`src/rtl/dk48_cube_arbiter.sv`:
```
// Round-robin arbiter sharing one registered dk48 output-9 cube evaluator among NREQ requesters.
// Optional hit counter enabled by defining DK48_HITCNT_EN.
//
// state | meaning
// EMPTY | no result held, rsp_valid=0
// FULL  | result held in rsp_y/rsp_id, rsp_valid=1
module dk48_cube_arbiter #(
  parameter int NREQ = 4,
  parameter int IDW  = 2
) (
  input  logic              clk,
  input  logic              rst_n,
  input  logic [NREQ-1:0]   req_valid,
  input  logic [NREQ*15-1:0] req_vec,
  output logic [NREQ-1:0]   req_ready,
  output logic              rsp_valid,
  output logic              rsp_y,
  output logic [IDW-1:0]    rsp_id,
  input  logic              rsp_ready
`ifdef DK48_HITCNT_EN
  ,
  output logic [15:0]       hit_cnt
`endif
);

  localparam int PW = (NREQ > 1) ? $clog2(NREQ) : 1;

  typedef enum logic {EMPTY = 1'b0, FULL = 1'b1} state_t;

  state_t          state_q, state_d;
  logic            rsp_y_q, rsp_y_d;
  logic [IDW-1:0]  rsp_id_q, rsp_id_d;
  logic [PW-1:0]   rr_ptr_q, rr_ptr_d;

  logic            slot_free;
  logic            found;
  logic            grant;
  logic [PW-1:0]   winner;
  logic [PW-1:0]   idx;
  logic [14:0]     win_vec;

  function automatic logic cube_y0(input logic [14:0] x);
    return (x[2] ^ x[8]) & ~x[9] & ~(|{x[14:10], x[7:3], x[1:0]});
  endfunction

  assign rsp_valid = (state_q == FULL);
  assign rsp_y     = rsp_y_q;
  assign rsp_id    = rsp_id_q;
  assign slot_free = ~rsp_valid | rsp_ready;

  // Search starts one past the last winner so each requester gets a turn.
  always_comb begin
    found   = 1'b0;
    winner  = '0;
    idx     = '0;
    win_vec = '0;
    for (int i = 1; i <= NREQ; i++) begin
      idx = PW'((int'(rr_ptr_q) + i) % NREQ);
      if (!found && req_valid[idx]) begin
        found  = 1'b1;
        winner = idx;
      end
    end
    for (int i = 0; i < NREQ; i++) begin
      if (winner == PW'(i)) win_vec = req_vec[15*i +: 15];
    end
  end

  // Ready is forced low while reset is held so no handshake can occur in reset.
  assign grant     = slot_free & found & rst_n;
  assign req_ready = grant ? (NREQ'(1) << winner) : '0;

  always_comb begin
    state_d  = state_q;
    rsp_y_d  = rsp_y_q;
    rsp_id_d = rsp_id_q;
    rr_ptr_d = rr_ptr_q;
    if (grant) begin
      state_d  = FULL;
      rsp_y_d  = cube_y0(win_vec);
      rsp_id_d = IDW'(winner);
      rr_ptr_d = winner;
    end else if (state_q == FULL && rsp_ready) begin
      state_d = EMPTY;
    end
  end

  always_ff @(posedge clk or negedge rst_n) begin
    if (!rst_n) begin
      state_q  <= EMPTY;
      rsp_y_q  <= 1'b0;
      rsp_id_q <= '0;
      rr_ptr_q <= PW'(NREQ - 1);
    end else begin
      state_q  <= state_d;
      rsp_y_q  <= rsp_y_d;
      rsp_id_q <= rsp_id_d;
      rr_ptr_q <= rr_ptr_d;
    end
  end

`ifdef DK48_HITCNT_EN
  logic [15:0] hit_cnt_q, hit_cnt_d;

  always_comb begin
    hit_cnt_d = hit_cnt_q;
    if (rsp_valid && rsp_ready && rsp_y_q && (hit_cnt_q != 16'hFFFF))
      hit_cnt_d = hit_cnt_q + 16'd1;
  end

  always_ff @(posedge clk or negedge rst_n) begin
    if (!rst_n) hit_cnt_q <= '0;
    else        hit_cnt_q <= hit_cnt_d;
  end

  assign hit_cnt = hit_cnt_q;
`endif

endmodule

```
`config.mk`:
```
export PLATFORM = sky130hd
export DESIGN_NAME = dk48_cube_arbiter
export DESIGN_NICKNAME = d
export VERILOG_FILES = /design/src/rtl/dk48_cube_arbiter.sv
export SDC_FILE = /design/constraint.sdc
export NUM_CORES = 1
export LEC_CHECK = 0
export CAP_MARGIN = 20
export CORE_MARGIN = 2
export CORE_UTILIZATION = 23
export DETAILED_ROUTE_END_ITERATION = 7
export PLACE_DENSITY = 0.77
export SYNTH_ARGS = -nofsm -noshare
export SYNTH_HDL_FRONTEND = slang
export SYNTH_SLANG_ARGS = --single-unit
```
`constraint.sdc`:
```
create_clock -name clk -period 4.56 [get_ports clk]
set_input_delay 1.368 -clock clk [delete_from_list [all_inputs] [get_ports clk]]
set_output_delay 1.368 -clock clk [all_outputs]
set_load 0.005 [all_outputs]
```
==> metrics.txt <==
critical path arrival=3.00 ns; Layout Utilization=0.6342; cell area after synthesis=544.3 sq um; fin. max-slew vios=0; CTS tree=built; IO Port Bufs=between 70 and 80; DRC=0; vias per cell=4.750; Net count, final=221; H-tree levels=1; Worst-Margin Slew=0.4363 ns; Post-synth EDFFs=0; io pins=75; initial antenna violation count=0; CP Launch Type=input port; layout cells sized above 1=0.1250; Simple-Gate Fraction of Synth Area=0.4023; Final setup viols=0; Warnings, synthesis=0; row count=17; Final Cycle Share=0.9572; number of max-cap violations=0; CTS root buf=clkbuf_4; Max Clk Rate=229.1 MHz; largest net degree at the start of global routing=8; Post-synth top flop=dfrtp_1; crit end category=output port; Setup Skew=0.009196 ns; drt initial violations=2; height of the die=52.65 microns; Adder-Cell Fraction of Synth Area=0; pwr dens=between 200 and 250 nW/um^2; ys async rst share=1.000; vias in the first global route=956; Hold Crit Start=rsp_y; register area share after synthesis=0.2805; global-route wire length before repair=3553 microns; status=completed; Core ar.=roughly 2200 sq um; Critical Path RT=3.19 ns; total power after layout=between 0.2 and 0.3 mW; Area Growth Syn to Fin=160.2%; cts hold-fix bufs=0; leakage power total=0.5668 nW; number of distinct library cells after synthesis=29; Slew headroom=0.7079; multiplexer area fraction after synthesis=0; CTS buffer count=3; largest family of logic cells by synthesized area=simple AND/OR/NAND/NOR gates; die area=around 2800 sq um; XOR/XNOR Fraction of Synth Area=0.06437; Inst Count DP=176; post-DP HPWL=2030 microns; Tot GR Track Use=0.1785; Compound-Gate Fraction of Synth Area=0.2115; critical path class=input port to output port; CTS clock-pin slew for the worst setup and hold paths=0.05 ns; total number of vias=~860; Final min period=4.365 ns; Critical path origin=rst_n; WL final=2244 microns; Routed wire per std cell=12.47 microns; Mapped Avg Cell Area=8.247 sq um; Final GP Congestion=0.7461; drt pass-1 iters=2; fillers=208; Non-Filler Instances=180; clock latency on the worst-skew pair=0.25 ns; Final Hold Viols=0; Gate Count Post-Synth=66; Antenna Nets Post-Route=0; Hold Crit Class=flop to flop; Die Wd=52.65 microns; initial cell density of the core=0.2437; syn nets=about 130; VDD IR-drop max=0.1185 mV; CP max FO=4; GRT overflow=0; number of clock sinks=6; unrepaired setup endpoints after global routing=false; Inserted Diodes=0; CTS max path bufs=2; #FFs+latches synth=6; r2r startpoint=rr_ptr_q[0]
per-layer routing:
metal,global-route usage,wire length [microns],part of all wire
met5,0,0,0
met2,0.3375,1215,0.54
met1,0.1655,745,0.33
met4,0.09829,37,0.016
met3,0.05714,245,0.11
layout by cell type, fill, tap and decap left out, types with 3 or more instances in the layout:
| cell type | Yosys | final |
|---|---|---|
| nand2_1 | 4 | 4 |
| nand2b_1 | 3 | 3 |
| nand3_1 | 3 | 3 |
| nor4_1 | 6 | 6 |
| buf_4 | 0 | 10 |
| inv_1 | 3 | 3 |
| dfrtp_1 | 4 | 4 |
| nor3_1 | 6 | 6 |
| xor2_1 | 4 | 4 |
| clkbuf_4 | 0 | 3 |
| clkdlybuf4s50_1 | 0 | 70 |
| nor2_1 | 6 | 6 |
critical path, cell delays in order:
cell and delay [ns]:
clkdlybuf4s50_1 0.49, o41ai_2 0.08, nand2b_1 0.20, buf_4 0.15
nor3_1 0.17, clkdlybuf4s50_1 0.53
area by class of cell:
type / count / area, sq um / share of cell area
Clock buffer: 3 / 22.52 / 0.01590
Inverter: 3 / 11.26 / 0.007951
Multi-Input combinational cell: 56 / 376.6 / 0.2659
Sequential cell: 6 / 152.6 / 0.1078
Tap cell: 28 / 35.03 / 0.02473
Timing Repair Buffer: 84 / 818.3 / 0.5777
per-stage QoR:
stage / instance area (sq um) / setup TNS, ns / hold WS, ns / worst slack, ns
3_3_place_gp: 1376 / -0.05512 / 0.4620 / -0.03749
5_1_grt: 1416 / 0 / 0.5198 / 0.01960
4_1_cts: 1411 / -0.005329 / 0.4903 / -0.005329
6_report: 1416 / 0 / 0.4845 / 0.1952
2_1_floorplan: 544.3 / 0 / 0.4656 / 0.9560
3_5_place_dp: 1376 / -0.1211 / 0.4796 / -0.06755
synthesized netlist by cell type, drive strengths merged, types with 2 or more instances:
cell type	number	area, sq um
or4	3	26.27
nand2b	3	18.77
nand2	4	15.01
a21oi	2	10.01
nor2	6	22.52
a21o	2	15.01
dfstp	2	52.55
dfrtp	4	100.1
nor4	7	50.05
nor3	6	30.03
nand3	3	15.01
o21ai	3	15.01
inv	3	11.26
xor2	4	35.03
nor2b	2	12.51
where the power goes:
group	leakage [nW]	internal [mW]	switching [mW]
Combinational	0.485	0.109	0.0502
Clock	0.0138	0.0299	0.0205
Sequential	0.0683	0.0692	0.00821
final timing paths:
kind                           endpoint  depth (start not counted)  slack (ns)
max in group asynchronous   rr_ptr_q[1]                          2        2.91
hold / removal                    rsp_y                          2        0.48
setup reg to reg                  rsp_y                          7        2.74
setup / recovery           req_ready[2]                          6        0.20
min in group asynchronous     rsp_valid                          2        1.44
hold reg to reg                   rsp_y                          2        0.48
registers in the layout, indices dropped and copies added, names as in the netlist:
signal / count
rsp_id: 2
rr_ptr_q: 2
rsp_y: 1
rsp_valid: 1
cells by family (layout without fill, tap and decap cells):
| kind of cell | Yosys count | after routing |
|---|---|---|
| flops | 6 | 6 |
| simple gates | 38 | 38 |
| xor+xnor | 4 | 4 |
| buf+inv | 4 | 90 |
| compound gates | 14 | 14 |
timing repair:
| item | in CTS | in global routing |
|---|---|---|
| hold endpoints to repair | 0 | 0 |
| pin swaps | 0 | 2 |
| setup endpoints to repair | 4 | 4 |
| gates resized for setup | 4 | 2 |
| buffers inserted | 1 | 0 |
No activity file was read; power rests on OpenSTA's default activity.
